==> src/rtl/pipe_ctrl_pkg.sv <==
// ============================================================
// pipe_ctrl_pkg: opcodes, ALU codes and control-word layout
// Rev 1.0
// ============================================================
`default_nettype none

package pipe_ctrl_pkg;

  localparam int CTRL_W     = 12;
  localparam int MEM_CTRL_W = 5;
  localparam int WB_CTRL_W  = 3;

  // Control word: {alu_op[2:0],se_op,eq_bra,gt_bra,le_bra,mem_read,mem_write,mem_to_reg[1:0],reg_write}
  localparam int ALU_LSB = 9;
  localparam int SE_BIT  = 8;
  localparam int EQ_BIT  = 7;
  localparam int GT_BIT  = 6;
  localparam int LE_BIT  = 5;
  localparam int MRD_BIT = 4;
  localparam int MWR_BIT = 3;
  localparam int M2R_LSB = 1;
  localparam int RW_BIT  = 0;

  localparam logic [3:0] OP_NOP  = 4'h0;
  localparam logic [3:0] OP_JMP  = 4'h1;
  localparam logic [3:0] OP_BEQ  = 4'h2;
  localparam logic [3:0] OP_BGT  = 4'h3;
  localparam logic [3:0] OP_BLE  = 4'h4;
  localparam logic [3:0] OP_LW   = 4'h5;
  localparam logic [3:0] OP_SW   = 4'h6;
  localparam logic [3:0] OP_ILL  = 4'h7;
  localparam logic [3:0] OP_ADD  = 4'h8;
  localparam logic [3:0] OP_SUB  = 4'h9;
  localparam logic [3:0] OP_AND  = 4'hA;
  localparam logic [3:0] OP_JAL  = 4'hB;
  localparam logic [3:0] OP_ADDI = 4'hC;
  localparam logic [3:0] OP_MUL  = 4'hD;
  localparam logic [3:0] OP_SLL  = 4'hE;
  localparam logic [3:0] OP_OR   = 4'hF;

  localparam logic [2:0] ALU_ADD = 3'b000;
  localparam logic [2:0] ALU_SUB = 3'b001;
  localparam logic [2:0] ALU_AND = 3'b010;
  localparam logic [2:0] ALU_OR  = 3'b011;
  localparam logic [2:0] ALU_SLL = 3'b100;
  localparam logic [2:0] ALU_MUL = 3'b101;

  localparam logic [1:0] M2R_ALU  = 2'b00;
  localparam logic [1:0] M2R_MEM  = 2'b01;
  localparam logic [1:0] M2R_LINK = 2'b10;

  localparam logic [CTRL_W-1:0] NOP_CTRL = '0;

  typedef enum logic [1:0] {
    DST_NONE = 2'd0,
    DST_RD   = 2'd1,
    DST_RT   = 2'd2,
    DST_LINK = 2'd3
  } dst_sel_e;

  typedef enum logic [1:0] {
    ADV_NORMAL   = 2'd0,
    ADV_FREEZE   = 2'd1,
    ADV_FLUSH    = 2'd2,
    ADV_LOAD_USE = 2'd3
  } adv_e;

endpackage

`default_nettype wire

==> src/rtl/ctrl_decode.sv <==
// ============================================================
// ctrl_decode: combinational ID-stage opcode decoder
// Rev 1.0
// ============================================================
`default_nettype none

module ctrl_decode
  import pipe_ctrl_pkg::*;
#(
  parameter int OP_W = 4
) (
  input  logic              i_valid,
  input  logic [OP_W-1:0]   i_opcode,
  output logic [CTRL_W-1:0] o_ctrl,
  output dst_sel_e          o_dst_sel,
  output logic              o_reads_rt,
  output logic              o_is_mc,
  output logic              o_is_jump,
  output logic              o_illegal
);

  logic [3:0] w_op;
  logic       w_hi_bad;
  logic       w_illegal;
  logic [2:0] w_alu;
  logic       w_se;
  logic [2:0] w_br;
  logic       w_mrd;
  logic       w_mwr;
  logic [1:0] w_m2r;
  logic       w_rw;

  assign w_op = i_opcode[3:0];

  generate
    if (OP_W > 4) begin : g_wide_op
      assign w_hi_bad = |i_opcode[OP_W-1:4];
    end else begin : g_narrow_op
      assign w_hi_bad = 1'b0;
    end
  endgenerate

  assign w_illegal = w_hi_bad | (w_op == OP_ILL);
  assign o_illegal = i_valid & w_illegal;

  always_comb begin
    w_alu      = ALU_ADD;
    w_se       = 1'b0;
    w_br       = 3'b000;
    w_mrd      = 1'b0;
    w_mwr      = 1'b0;
    w_m2r      = M2R_ALU;
    w_rw       = 1'b0;
    o_dst_sel  = DST_NONE;
    o_reads_rt = 1'b0;
    o_is_mc    = 1'b0;
    o_is_jump  = 1'b0;
    if (i_valid && !w_illegal) begin
      case (w_op)
        OP_JMP:  o_is_jump = 1'b1;
        OP_BEQ:  begin w_alu = ALU_SUB; w_br = 3'b100; o_reads_rt = 1'b1; end
        OP_BGT:  begin w_alu = ALU_SUB; w_br = 3'b010; o_reads_rt = 1'b1; end
        OP_BLE:  begin w_alu = ALU_SUB; w_br = 3'b001; o_reads_rt = 1'b1; end
        OP_LW:   begin
          w_se = 1'b1; w_mrd = 1'b1; w_m2r = M2R_MEM; w_rw = 1'b1; o_dst_sel = DST_RT;
        end
        OP_SW:   begin w_se = 1'b1; w_mwr = 1'b1; o_reads_rt = 1'b1; end
        OP_ADD:  begin w_rw = 1'b1; o_dst_sel = DST_RD; o_reads_rt = 1'b1; end
        OP_SUB:  begin w_alu = ALU_SUB; w_rw = 1'b1; o_dst_sel = DST_RD; o_reads_rt = 1'b1; end
        OP_AND:  begin w_alu = ALU_AND; w_rw = 1'b1; o_dst_sel = DST_RD; o_reads_rt = 1'b1; end
        OP_JAL:  begin
          w_m2r = M2R_LINK; w_rw = 1'b1; o_dst_sel = DST_LINK; o_is_jump = 1'b1;
        end
        OP_ADDI: begin w_se = 1'b1; w_rw = 1'b1; o_dst_sel = DST_RT; end
        OP_MUL:  begin
          w_alu = ALU_MUL; w_rw = 1'b1; o_dst_sel = DST_RD; o_reads_rt = 1'b1; o_is_mc = 1'b1;
        end
        OP_SLL:  begin w_alu = ALU_SLL; w_rw = 1'b1; o_dst_sel = DST_RD; o_reads_rt = 1'b1; end
        OP_OR:   begin w_alu = ALU_OR;  w_rw = 1'b1; o_dst_sel = DST_RD; o_reads_rt = 1'b1; end
        default: ;
      endcase
    end
    o_ctrl = {w_alu, w_se, w_br, w_mrd, w_mwr, w_m2r, w_rw};
  end

endmodule

`default_nettype wire

==> src/rtl/pipe_control_unit.sv <==
// ============================================================
// pipe_control_unit: pipelined control, hazards and MC freeze
// Rev 1.0
// ============================================================
`default_nettype none

module pipe_control_unit
  import pipe_ctrl_pkg::*;
#(
  parameter int OP_W      = 4,
  parameter int REG_AW    = 4,
  parameter int MC_CYCLES = 3,
  parameter int LINK_REG  = 15
) (
  input  logic                  clk,
  input  logic                  rst_n,
  input  logic                  id_valid,
  input  logic [OP_W-1:0]       id_opcode,
  input  logic [REG_AW-1:0]     id_rs,
  input  logic [REG_AW-1:0]     id_rt,
  input  logic [REG_AW-1:0]     id_rd,
  input  logic                  ex_br_taken,
  output logic                  stall,
  output logic                  if_id_flush,
  output logic                  id_ex_flush,
  output logic                  illegal_op,
  output logic [CTRL_W-1:0]     ex_ctrl,
  output logic [REG_AW-1:0]     ex_dst,
  output logic [MEM_CTRL_W-1:0] mem_ctrl,
  output logic [REG_AW-1:0]     mem_dst,
  output logic [WB_CTRL_W-1:0]  wb_ctrl,
  output logic [REG_AW-1:0]     wb_dst,
  output logic                  mc_busy
);

  localparam int MC_W = (MC_CYCLES > 1) ? $clog2(MC_CYCLES) : 1;

  logic [CTRL_W-1:0]     w_dec_ctrl;
  dst_sel_e              w_dec_sel;
  logic                  w_reads_rt;
  logic                  w_is_mc;
  logic                  w_is_jump;
  logic [REG_AW-1:0]     w_dec_dst;
  logic                  w_ex_is_branch;
  logic                  w_ex_is_mul;
  logic                  w_load_use;
  adv_e                  w_adv;

  logic [CTRL_W-1:0]     r_ex_ctrl;
  logic [REG_AW-1:0]     r_ex_dst;
  logic [MEM_CTRL_W-1:0] r_mem_ctrl;
  logic [REG_AW-1:0]     r_mem_dst;
  logic [WB_CTRL_W-1:0]  r_wb_ctrl;
  logic [REG_AW-1:0]     r_wb_dst;
  logic [MC_W-1:0]       r_mc_cnt;

  ctrl_decode #(
    .OP_W (OP_W)
  ) u_decode (
    .i_valid    (id_valid),
    .i_opcode   (id_opcode),
    .o_ctrl     (w_dec_ctrl),
    .o_dst_sel  (w_dec_sel),
    .o_reads_rt (w_reads_rt),
    .o_is_mc    (w_is_mc),
    .o_is_jump  (w_is_jump),
    .o_illegal  (illegal_op)
  );

  always_comb begin
    w_dec_dst = '0;
    case (w_dec_sel)
      DST_RD:   w_dec_dst = id_rd;
      DST_RT:   w_dec_dst = id_rt;
      DST_LINK: w_dec_dst = REG_AW'(LINK_REG);
      default:  w_dec_dst = '0;
    endcase
  end

  assign w_ex_is_branch = |r_ex_ctrl[LE_BIT +: 3];
  assign w_ex_is_mul    = (r_ex_ctrl[ALU_LSB +: 3] == ALU_MUL);

  // Hazard only against a real ID instruction; rs is always treated as read.
  assign w_load_use = r_ex_ctrl[MRD_BIT] & id_valid &
                      ((r_ex_dst == id_rs) | (w_reads_rt & (r_ex_dst == id_rt)));

  always_comb begin
    w_adv = ADV_NORMAL;
    if (r_mc_cnt != '0)                     w_adv = ADV_FREEZE;
    else if (ex_br_taken && w_ex_is_branch) w_adv = ADV_FLUSH;
    else if (w_load_use)                    w_adv = ADV_LOAD_USE;
  end

  assign stall       = (w_adv == ADV_FREEZE) | (w_adv == ADV_LOAD_USE);
  assign id_ex_flush = (w_adv == ADV_FLUSH);
  // A jump held in ID by a stall flushes IF/ID only once it actually advances.
  assign if_id_flush = (w_adv == ADV_FLUSH) | ((w_adv == ADV_NORMAL) & w_is_jump);
  assign mc_busy     = w_ex_is_mul & (r_mc_cnt != '0);

  always_ff @(posedge clk) begin
    if (!rst_n) begin
      r_ex_ctrl  <= NOP_CTRL;
      r_ex_dst   <= '0;
      r_mem_ctrl <= '0;
      r_mem_dst  <= '0;
      r_wb_ctrl  <= '0;
      r_wb_dst   <= '0;
      r_mc_cnt   <= '0;
    end else begin
      r_wb_ctrl <= r_mem_ctrl[WB_CTRL_W-1:0];
      r_wb_dst  <= r_mem_dst;
      case (w_adv)
        ADV_FREEZE: begin
          r_mem_ctrl <= '0;
          r_mem_dst  <= '0;
          r_mc_cnt   <= r_mc_cnt - MC_W'(1);
        end
        ADV_FLUSH, ADV_LOAD_USE: begin
          r_ex_ctrl  <= NOP_CTRL;
          r_ex_dst   <= '0;
          r_mem_ctrl <= r_ex_ctrl[MEM_CTRL_W-1:0];
          r_mem_dst  <= r_ex_dst;
        end
        default: begin
          r_ex_ctrl  <= w_dec_ctrl;
          r_ex_dst   <= w_dec_dst;
          r_mem_ctrl <= r_ex_ctrl[MEM_CTRL_W-1:0];
          r_mem_dst  <= r_ex_dst;
          r_mc_cnt   <= w_is_mc ? MC_W'(MC_CYCLES - 1) : '0;
        end
      endcase
    end
  end

  assign ex_ctrl  = r_ex_ctrl;
  assign ex_dst   = r_ex_dst;
  assign mem_ctrl = r_mem_ctrl;
  assign mem_dst  = r_mem_dst;
  assign wb_ctrl  = r_wb_ctrl;
  assign wb_dst   = r_wb_dst;

endmodule

`default_nettype wire
==> config.mk <==
export PLATFORM = sky130hd
export DESIGN_NAME = pipe_control_unit
export DESIGN_NICKNAME = d
export VERILOG_FILES = /design/src/rtl/pipe_ctrl_pkg.sv /design/src/rtl/ctrl_decode.sv /design/src/rtl/pipe_control_unit.sv
export SDC_FILE = /design/constraint.sdc
export NUM_CORES = 1
export LEC_CHECK = 0
export BUFFER_PORTS_ARGS = -buffer_cell sky130_fd_sc_hd__buf_2
export CORE_UTILIZATION = 49
export CTS_CLUSTER_SIZE = 25
export DETAILED_ROUTE_END_ITERATION = 10
export GPL_TIMING_DRIVEN = 0
export PLACE_DENSITY_LB_ADDON = 0.2
export RECOVER_POWER = 100
export SLEW_MARGIN = 20
export SYNTH_ARGS = -nofsm -noshare
export SYNTH_HDL_FRONTEND = slang
export SYNTH_SLANG_ARGS = --single-unit
==> constraint.sdc <==
create_clock -name clk -period 2.6 [get_ports clk]
set_input_delay 0.65 -clock clk [delete_from_list [all_inputs] [get_ports clk]]
set_output_delay 0.65 -clock clk [all_outputs]
set_load 0.01 [all_outputs]
### Yosys cells after proc, flatten, opt, wreduce, memory -nomap -nowiden

Index checks and enable logic that the tools add are counted.

| storage, ports and cells | value |
|---|---|
| bits in registers | 34 |
| latch bits | 0 |
| memory bits (writable) | 0 |
| memory bits (read-only) | 0 |
| bits of input ports | 20 |
| output and inout bits | 37 |
| logic and storage cells | 87 |
| memories kept | 0 |

| cells by class | value |
|---|---|
| add/subtract/negate cells | 1 |
| multipliers | 0 |
| div/mod/pow operators | 0 |
| order comparisons | 0 |
| equality and inequality tests | 24 |
| shift operators | 0 |
| multiplexer cells | 30 |
| bitwise gates (word level) | 10 |
| reductions and logical operators | 15 |

Operator list:

| operator | number |
|---|---|
| 4-bit == test (second input constant) | 8 |
| 12-bit one-hot mux with 2 select lines | 1 |
| 4-bit by 3-bit == test with 1-bit output (second input constant) | 4 |
| 3-bit one-hot mux with 5 select lines | 1 |
| 1-bit two-way mux | 14 |
| 2-bit two-way mux | 6 |
| 4-bit one-hot mux with 3 select lines | 1 |
| 10-bit OR reduction | 1 |
| 3-bit one-hot mux with 3 select lines | 1 |
| 9-bit OR reduction | 1 |
| 2-bit == test (second input constant) | 4 |
| 4-bit by 2-bit == test with 1-bit output (second input constant) | 2 |
| 4-bit == test | 2 |
| 2-bit one-hot mux with 2 select lines | 2 |
| 4-bit one-hot mux with 2 select lines | 1 |
| 2-bit OR reduction | 4 |
| 1-bit AND | 6 |
| 3-bit two-way mux | 2 |
| 2-bit one-hot mux with 3 select lines | 1 |
| 3-bit OR reduction | 2 |
| 6-bit OR reduction | 1 |
| 2-bit by 1-bit == test with 1-bit output (second input constant) | 2 |
| 4-bit by 1-bit == test with 1-bit output (second input constant) | 1 |
| 4-bit OR reduction | 1 |
| other kinds (8) | 11 |

### Longest topological paths before layout

Gate-level depths: netlist of the first run.

| logic depth | value |
|---|---|
| depth in word-level cells | 13 |
| gate-level depth with buffers | 7 |

### Modules after synthesis

A second synthesis of the first run with hierarchy kept.

| unflattened totals | value |
|---|---|
| cells, all modules | 199 |
| area total of the unflattened synthesis | 1783.0 um2 |

Modules (own cells, without submodules):

| module | times used | cells an instance | area each (um2) |
|---|---|---|---|
| pipe_control_unit | 1 | 147 | 1475.2 |
| ctrl_decode | 1 | 52 | 307.8 |

### Worst setup path after synthesis of the first run

OpenSTA, ideal clock, no wires.

| timing path | value |
|---|---|
| kind | input-to-output |
| from | in id_rt[3] |
| to | out stall |
| arrival | 1.757 ns |
| slack | 0.193 ns |
| cell stages on the path | 5 |
| buffers on the path | 0 |
| cells stage by stage | xnor2_1 o311ai_4 nor4_4 nor2_1 o21ai_0 |

| on the way | value |
|---|---|
| longest elaborated chain between the ends | 9 |

Ends and longest elaborated chain:

| what | RTL line | text |
|---|---|---|
| start, declared | pipe_control_unit.sv:20 | `input logic [REG_AW-1:0] id_rt,` |
| 4-bit == test (*) | pipe_control_unit.sv:85 | `((r_ex_dst == id_rs) \| (w_reads_rt & (r_ex_dst == id_rt)));` |
| 1-bit AND (*) | pipe_control_unit.sv:85 |  |
| 1-bit bitwise OR (*) | pipe_control_unit.sv:85 |  |
| 1-bit AND (*) | pipe_control_unit.sv:84 | `assign w_load_use = r_ex_ctrl[MRD_BIT] & id_valid &` |
| 2-bit two-way mux (*) | pipe_control_unit.sv:91 | `else if (w_load_use) w_adv = ADV_LOAD_USE;` |
| 2-bit two-way mux (*) | pipe_control_unit.sv:90 | `else if (ex_br_taken && w_ex_is_branch) w_adv = ADV_FLUSH;` |
| 2-bit two-way mux (*) | pipe_control_unit.sv:89 | `if (r_mc_cnt != '0) w_adv = ADV_FREEZE;` |
| 2-bit by 1-bit == test with 1-bit output / 2-bit == test (equally long branches) | pipe_control_unit.sv:94 | `assign stall = (w_adv == ADV_FREEZE) \| (w_adv == ADV_LOAD_USE);` |
| 1-bit bitwise OR (*) | pipe_control_unit.sv:94 |  |
| end, declared | pipe_control_unit.sv:23 | `output logic stall,` |

Mark *: on every way between the ends. The rest lies on a longest branch, timed or not.

### Worst setup path in the final report of the first run

| timing path | value |
|---|---|
| from | in id_valid |
| to | out if_id_flush |

| on the way | value |
|---|---|
| longest elaborated chain between the ends | 11 |

Ends and longest elaborated chain:

| what | RTL line | text |
|---|---|---|
| start, declared | pipe_control_unit.sv:17 | `input logic id_valid,` |
| 1-bit logical AND | ctrl_decode.sv:58 | `if (i_valid && !w_illegal) begin` |
| 1-bit two-way mux | ctrl_decode.sv:58 |  |
| 1-bit AND | pipe_control_unit.sv:85 |  |
| 1-bit bitwise OR | pipe_control_unit.sv:85 |  |
| 1-bit AND | pipe_control_unit.sv:84 |  |
| 2-bit two-way mux | pipe_control_unit.sv:91 |  |
| 2-bit two-way mux | pipe_control_unit.sv:90 |  |
| 2-bit two-way mux | pipe_control_unit.sv:89 |  |
| 2-bit zero test | pipe_control_unit.sv:97 | `assign if_id_flush = (w_adv == ADV_FLUSH) \| ((w_adv == ADV_NORMAL) & w_is_jump);` |
| 1-bit AND | pipe_control_unit.sv:97 |  |
| 1-bit bitwise OR (*) | pipe_control_unit.sv:97 |  |
| end, declared | pipe_control_unit.sv:24 | `output logic if_id_flush,` |

Marks and branches as above.

==> flow_metrics.tcl, run 1 <==
set metrics [dict create \
    clkTransAtPathRegs_ps 100 \
    totalWireLength_um 4021 \
    finalInstanceArea_sq_um 1998 \
    grt_pass1_wl_um 6009 \
    io_buffers 55 \
    worstSetupStartpointType "primary input" \
    fin_hold_ws_ps 467.7 \
    ctsHoldBuffers 0 \
    drive_above_1_share_pct 25.21 \
    fin_crit_sh_pct 98.48 \
    hold_class "reg -> reg" \
    h-tree-depth 2 \
    fp-row-count 20 \
    power_density_nw_per_um2 527.5 \
    dieArea_sq_um 3462 \
    outcome "completed" \
    drc 0 \
    yosys.area.top_type_share_pct 40.47 \
    synth_warnings 0 \
    grt_overflow 0 \
    cts_tree "done" \
    swShare_pct 26.71 \
    yosys_most_used_dff "dfxtp_1" \
    critPathBufInv 3 \
    async_reset_ff_share_pct 0 \
    vdd_ir_drop_max_mv 0.2536 \
    layout_commonest_cell "clkbuf_1" \
    syn_inst 164 \
    core_sq_um 3053 \
    combPwrFrac_pct 15.8 \
    hold_violations 0 \
    setup_viol_count_final 0 \
    cts_buffer_depth 2 \
    grt_max_degree 11 \
    cts_sinks 32 \
    crit_top_cell "buf_2" \
    max_cap_violations 0 \
    final_cell_mix "clkbuf_1 (38), dfxtp_1 (32), buf_2 (22)" \
    clock_latency_ps 340 \
    routed-via-count 1519 \
    fin_worst_skew_ps 5.777 \
    cp.arrival_ps 1910 \
    worst_pin_slew_ps 640.1 \
    max_stage_delay_ps 300 \
    clkPwrFrac_pct 35.6 \
    routedWlPerCell_um 14.46 \
    hpwl_um 2896 \
    dr.pass1.iters 4 \
    yosysSeqAreaShare_pct 40.47 \
    chipHeight_um 58.84 \
    critPathSlowestCell "nor4_4" \
    n_antenna_cell 0 \
    ant_nets 0 \
    end_kind "output pin" \
    grt_pass1_vias 1302 \
    dr.first_iter.drc_count 97 \
    drv_slew 0 \
    area_delta_synth_final_pct 26.25 \
    syn_area_sq_um 1583 \
    crit_type "in -> out" \
    gp_congestion 0.8816 \
    finalCriticalPeriod_ps 2560 \
    critPathTopFamily "simple AND/OR/NAND/NOR gates" \
    cts-root-buf "clkbuf_4" \
    synthTopCellsByArea "dfxtp_1 (40%), a32o_1 (5.7%), and3_1 (4.3%)" \
    nNetsFinal 255 \
    timing.fmax_mhz 390.6 \
    yosys.cell_types.count 43 \
    initial_core_util_pct 51.84 \
    pwr-share-seq_pct 48.6 \
    synth_seq_cells 32 \
    io-pin-count 57 \
    cts_buffers 5 \
    grt_usage_pct 23.12 \
    placed_cell_area_sq_um 1913 \
    antenna_found_initial 0 \
    crit_chain "buf_2 > buf_2 > nand3_1 > nor4_4 > nor2_1 > a31o_2 > buf_2" \
    p_sw_mw 0.2815 \
    p_leak_nw 0.8619 \
    synth-edff-count 0 \
    yosys.area.top_type "dfxtp_1" \
    intPower_mw 0.7725 \
    syn-num-nets 186 \
    avgSynthCellArea_sq_um 9.651 \
    required_ps 1950 \
    die_w_um 58.84 \
    relSlewSlack_pct 56.97 \
    path_max_fanout 10 \
    via_per_inst 5.464 \
]
==> path summary, 6_finish.rpt <==
| kind | depth (start not counted) | slack [ps] | from | end |
|---|---|---|---|---|
| worst max-delay path | 7 | 40 | id_valid | if_id_flush |
| worst min-delay path | 1 | 470 | mem_dst[0] | wb_dst[0] |
| worst max register to register | 6 | 440 | ex_dst[3] | ex_ctrl[7] |
| worst min register to register | 1 | 470 | mem_dst[0] | wb_dst[0] |
==> through the flow <==
step | power [mW] | utilization (%) | std cells | TNS [ps] | worst slack (ps)
finish | 1.054 | 65.45 | 278 | 0 | 39.63
global route | 1.091 | 65.45 | 278 | -24.30 | -19.19
CTS | 1.053 | 65.70 | 272 | 0 | 4.978
detailed placement | 0.6862 | 62.66 | 263 | -281.5 | -150.2
global placement | 0.6811 | 62.66 | 263 | -168.0 | -88.67
floorplan | 0.6297 | - | 164 | 0 | 192.9
==> logic make-up (layout without fill, tap and decap cells) <==
group | after synthesis | after routing | share of synthesized area [%]
AOI/OAI and AO/OA | 38 | 38 | 20.24
xor gates and xnor gates | 11 | 11 | 6.087
adders and majority gates | 2 | 2 | 1.581
buffers and inverters | 20 | 90 | 7.193
DFF | 32 | 32 | 40.47
muxes | 1 | 1 | 0.6324
and+or+nand+nor | 60 | 60 | 23.80
==> registers in the layout (all words and copies together), names as in the netlist <==
signal	count
wb_ctrl	3
ex_ctrl	11
mem_dst	4
wb_dst	4
r_mc_cnt	2
mem_ctrl	4
ex_dst	4
==> layer usage <==
layer	up-vias	global-route usage [%]	part of all wire (%)
li1	726	-	-
met1	727	28.16	43
met2	56	40.26	50
met3	10	3.956	4.7
met4	0	9.184	2.0
met5	-	0	0
==> power groups by stage <==
stage	Sequential (mW)	Clock, mW	Combinational, mW
6_report	0.512	0.375	0.167
3_5_place_dp	0.523	0	0.163
4_1_cts	0.512	0.375	0.166
5_1_grt	0.514	0.396	0.181
3_3_place_gp	0.522	0	0.159
2_1_floorplan	0.527	0	0.103
==> cell type report <==
cell class              instances  area, sq um
flip-flops and latches         32        640.6
multi-input cells             112        833.3
fillers                       290         1055
plain buffers                  13        82.58
inverters                       7        26.28
clock buffers                   6        41.29
repair buffers                 62        284.0
clock inverters                 2        35.03
well taps                      44        55.05
==> cell usage after synthesis, drive strengths merged (2+ instances only) <==
master and count:
a21oi 8, a22o 7, a31o 5, a32o 9, and2 8, and3 11
buf 8, clkbuf 4, dfxtp 32, ha 2, inv 7, nand2 7
nand2b 2, nor2 10, nor2b 4, nor3 7, nor4 4, o21ai 4
or3 2, xnor2 7, xor2 4
==> repair_timing <==
item / 4_1_cts / 5_1_grt
pin swaps: 1 / 3
endpoints found under the setup margin: 2 / 2
buffers inserted: 1 / 6
resized for setup: 1 / 4
(Power assumes the default switching activity.)
==> run 2: changes to the inputs <==
--- a/config.mk
+++ b/config.mk
@@ -5,8 +5,10 @@
 export SDC_FILE = /design/constraint.sdc
 export NUM_CORES = 1
 export LEC_CHECK = 0
+export ABC_AREA = 1
 export BUFFER_PORTS_ARGS = -buffer_cell sky130_fd_sc_hd__buf_2
-export CORE_UTILIZATION = 49
+export CORE_MARGIN = 2
+export CORE_UTILIZATION = 44
 export CTS_CLUSTER_SIZE = 25
 export DETAILED_ROUTE_END_ITERATION = 10
 export GPL_TIMING_DRIVEN = 0
==> run 2 against run 1 <==
  * Global-route usage fell by 4.7 points
  * Power is 1.1% lower
  * Setup slack gained 65 ps
  * Clock-buffer cell count is the same
  * Design area shrank 5.3%
  * Critical path depth increased by 4
==> flow_metrics.tcl, run 2 <==
set metrics [dict create \
    drv_slew 0 \
    cts_buffers 5 \
    async_reset_ff_share_pct 0 \
    cts_setup_buffers 0 \
    synth_seq_cells 32 \
    synthTopCellsByArea "dfxtp_1 (41%), nand2_1 (13%), inv_1 (8.2%)" \
    die_w_um 63.55 \
    core_sq_um 3363 \
    yosys.area.top_type "dfxtp_1" \
    path_max_fanout 5 \
    setup_tns_ps 0 \
    synth_most_common_cell "nand2_1" \
    drc 0 \
    cp.arrival_ps 1850 \
    clkTransAtPathRegs_ps 100 \
    required_ps 1950 \
    p_leak_nw 0.9068 \
    syn_inst 218 \
    setup_viol_count_final 0 \
    finalCriticalPeriod_ps 2495 \
    cts_tree "done" \
    post-route-util_pct 56.29 \
    fin_worst_skew_ps 6.935 \
    power_density_nw_per_um2 550.9 \
    clock_latency_ps 330 \
    chipHeight_um 63.55 \
    vdd_ir_drop_max_mv 0.1806 \
    grt_pass1_wl_um 5754 \
    io-pin-count 57 \
    synth-edff-count 0 \
    io_buffers 55 \
    ant_nets 0 \
    rsz0062_at_grt "false" \
    crit_chain "buf_2 > inv_2 > nand2_2 > o21ai_2 > nor2_1 > nand2_1 > nand2_2 > nand3_1 > nand2_1 > a21oi_2 > buf_2" \
    largest_register_ffs 11 \
    worstSetupStartpointType "primary input" \
    nNetsFinal 302 \
    grt_usage_pct 18.39 \
    layout_commonest_cell "nand2_1" \
    worst_pin_slew_ps 556.5 \
    syn_area_sq_um 1560 \
    dieArea_sq_um 4039 \
    syn-num-nets 240 \
    hpwl_um 2682 \
    end_kind "output pin" \
    totalWireLength_um 3482 \
    relSlewSlack_pct 62.76 \
    crit_type "in -> out" \
    h-tree-depth 2 \
    final_cell_mix "nand2_1 (57), clkbuf_1 (37), inv_1 (32), dfxtp_1 (32)" \
    critPathSlowestCell "o21ai_2" \
    via_per_inst 4.593 \
    yosysSeqAreaShare_pct 41.06 \
    gp_congestion 0.8984 \
    antenna_found_initial 0 \
    ctsHoldBuffers 0 \
    max_cap_violations 0 \
    hold_violations 0 \
    r2r_slack_ps 840 \
    dr.pass1.iters 4 \
    grt_max_degree 11 \
    routedWlPerCell_um 10.65 \
    max_stage_delay_ps 250 \
    dr.first_iter.drc_count 63 \
    timing.fmax_mhz 400.7 \
    outcome "completed" \
    grt_overflow 0 \
    hold_class "reg -> reg" \
    fp-row-count 21 \
    drive_above_1_share_pct 16.73 \
    yosys.area.top_type_share_pct 41.06 \
    routed-via-count 1502 \
    synth_warnings 0 \
    cts_buffer_depth 2 \
    avgSynthCellArea_sq_um 7.157 \
    yosys.cell_types.count 27 \
    n_antenna_cell 0 \
    initial_core_util_pct 46.39 \
    synth_common_cells "nand2_1 (55), inv_1 (34), dfxtp_1 (32), nor2_1 (22)" \
    yosys_most_used_dff "dfxtp_1" \
    cts-root-buf "clkbuf_4" \
    grt_pass1_vias 1282 \
    cts_sinks 32 \
    fin_crit_sh_pct 95.98 \
    fillers 364 \
    area_delta_synth_final_pct 21.33 \
]
==> run 2: logic make-up after synthesis <==
| family | synth area share [%] |
|---|---|
| adders and majority gates | 1.604 |
| buffers and inverters | 10.50 |
| DFF | 41.06 |
| and+or+nand+nor | 29.67 |
| xor gates and xnor gates | 3.368 |
| AOI/OAI and AO/OA | 13.79 |
==> run 2: report_power, final <==
group	switching [mW]	internal (mW)	leakage [nW]
registers	0.00952	0.504	0.259
clock network	0.171	0.201	0.0422
logic	0.103	0.0542	0.606
total	0.284	0.759	0.907
==> run 2: per-layer routing <==
metal,up-vias,part of all wire (%),global-route usage (%)
met5,-,0,0
li1,806,-,-
met3,8,5.8,4.821
met4,0,2.0,7.337
met1,650,46,23.47
met2,38,46,29.47
==> run 2: worst max-delay path, delay by kind of cell <==
family | cells | cell delay [ps]
AOI/OAI and AO/OA | 2 | 370
and+or+nand+nor | 6 | 460
buffers and inverters | 3 | 360
==> run 2: path summary, 6_finish.rpt <==
check,from,endpoint,depth (start not counted)
hold / removal,ex_ctrl[0],mem_ctrl[0],2
setup reg to reg,r_mc_cnt[1],ex_dst[1],6
setup / recovery,id_opcode[3],if_id_flush,11
hold reg to reg,ex_ctrl[0],mem_ctrl[0],2
==> run 2: timing repair <==
item | in CTS | in global routing
pin swaps | 0 | 1
endpoints found under the setup margin | 1 | 1
resized for setup | 1 | 4
==> run 2: cell type report <==
class                   count  area [sq um]  share of cell area (%)
multi-input cells         145         723.2                   38.20
flip-flops and latches     32         640.6                   33.84
repair buffers             55         232.7                   12.29
inverters                  36         135.1                   7.138
well taps                  46         57.56                   3.040
clock buffers               6         41.29                   2.181
clock inverters             2         35.03                   1.851
plain buffers               5         27.53                   1.454
==> run 2: stage by stage <==
stage / std cells / total power, mW / setup WS [ps] / hold WS, ps / instance area, sq um
6_report: 327 / 1.043 / 104.5 / 436.7 / 1893
5_1_grt: 327 / 1.101 / 3.789 / 455.7 / 1893
4_1_cts: 327 / 1.062 / 40.82 / 437.1 / 1974
3_5_place_dp: 319 / 0.6914 / 45.83 / 421.7 / 1893
3_3_place_gp: 319 / 0.6905 / 34.67 / 416.7 / 1893
2_1_floorplan: 218 / 0.6340 / 320.6 / 461.3 / 1560
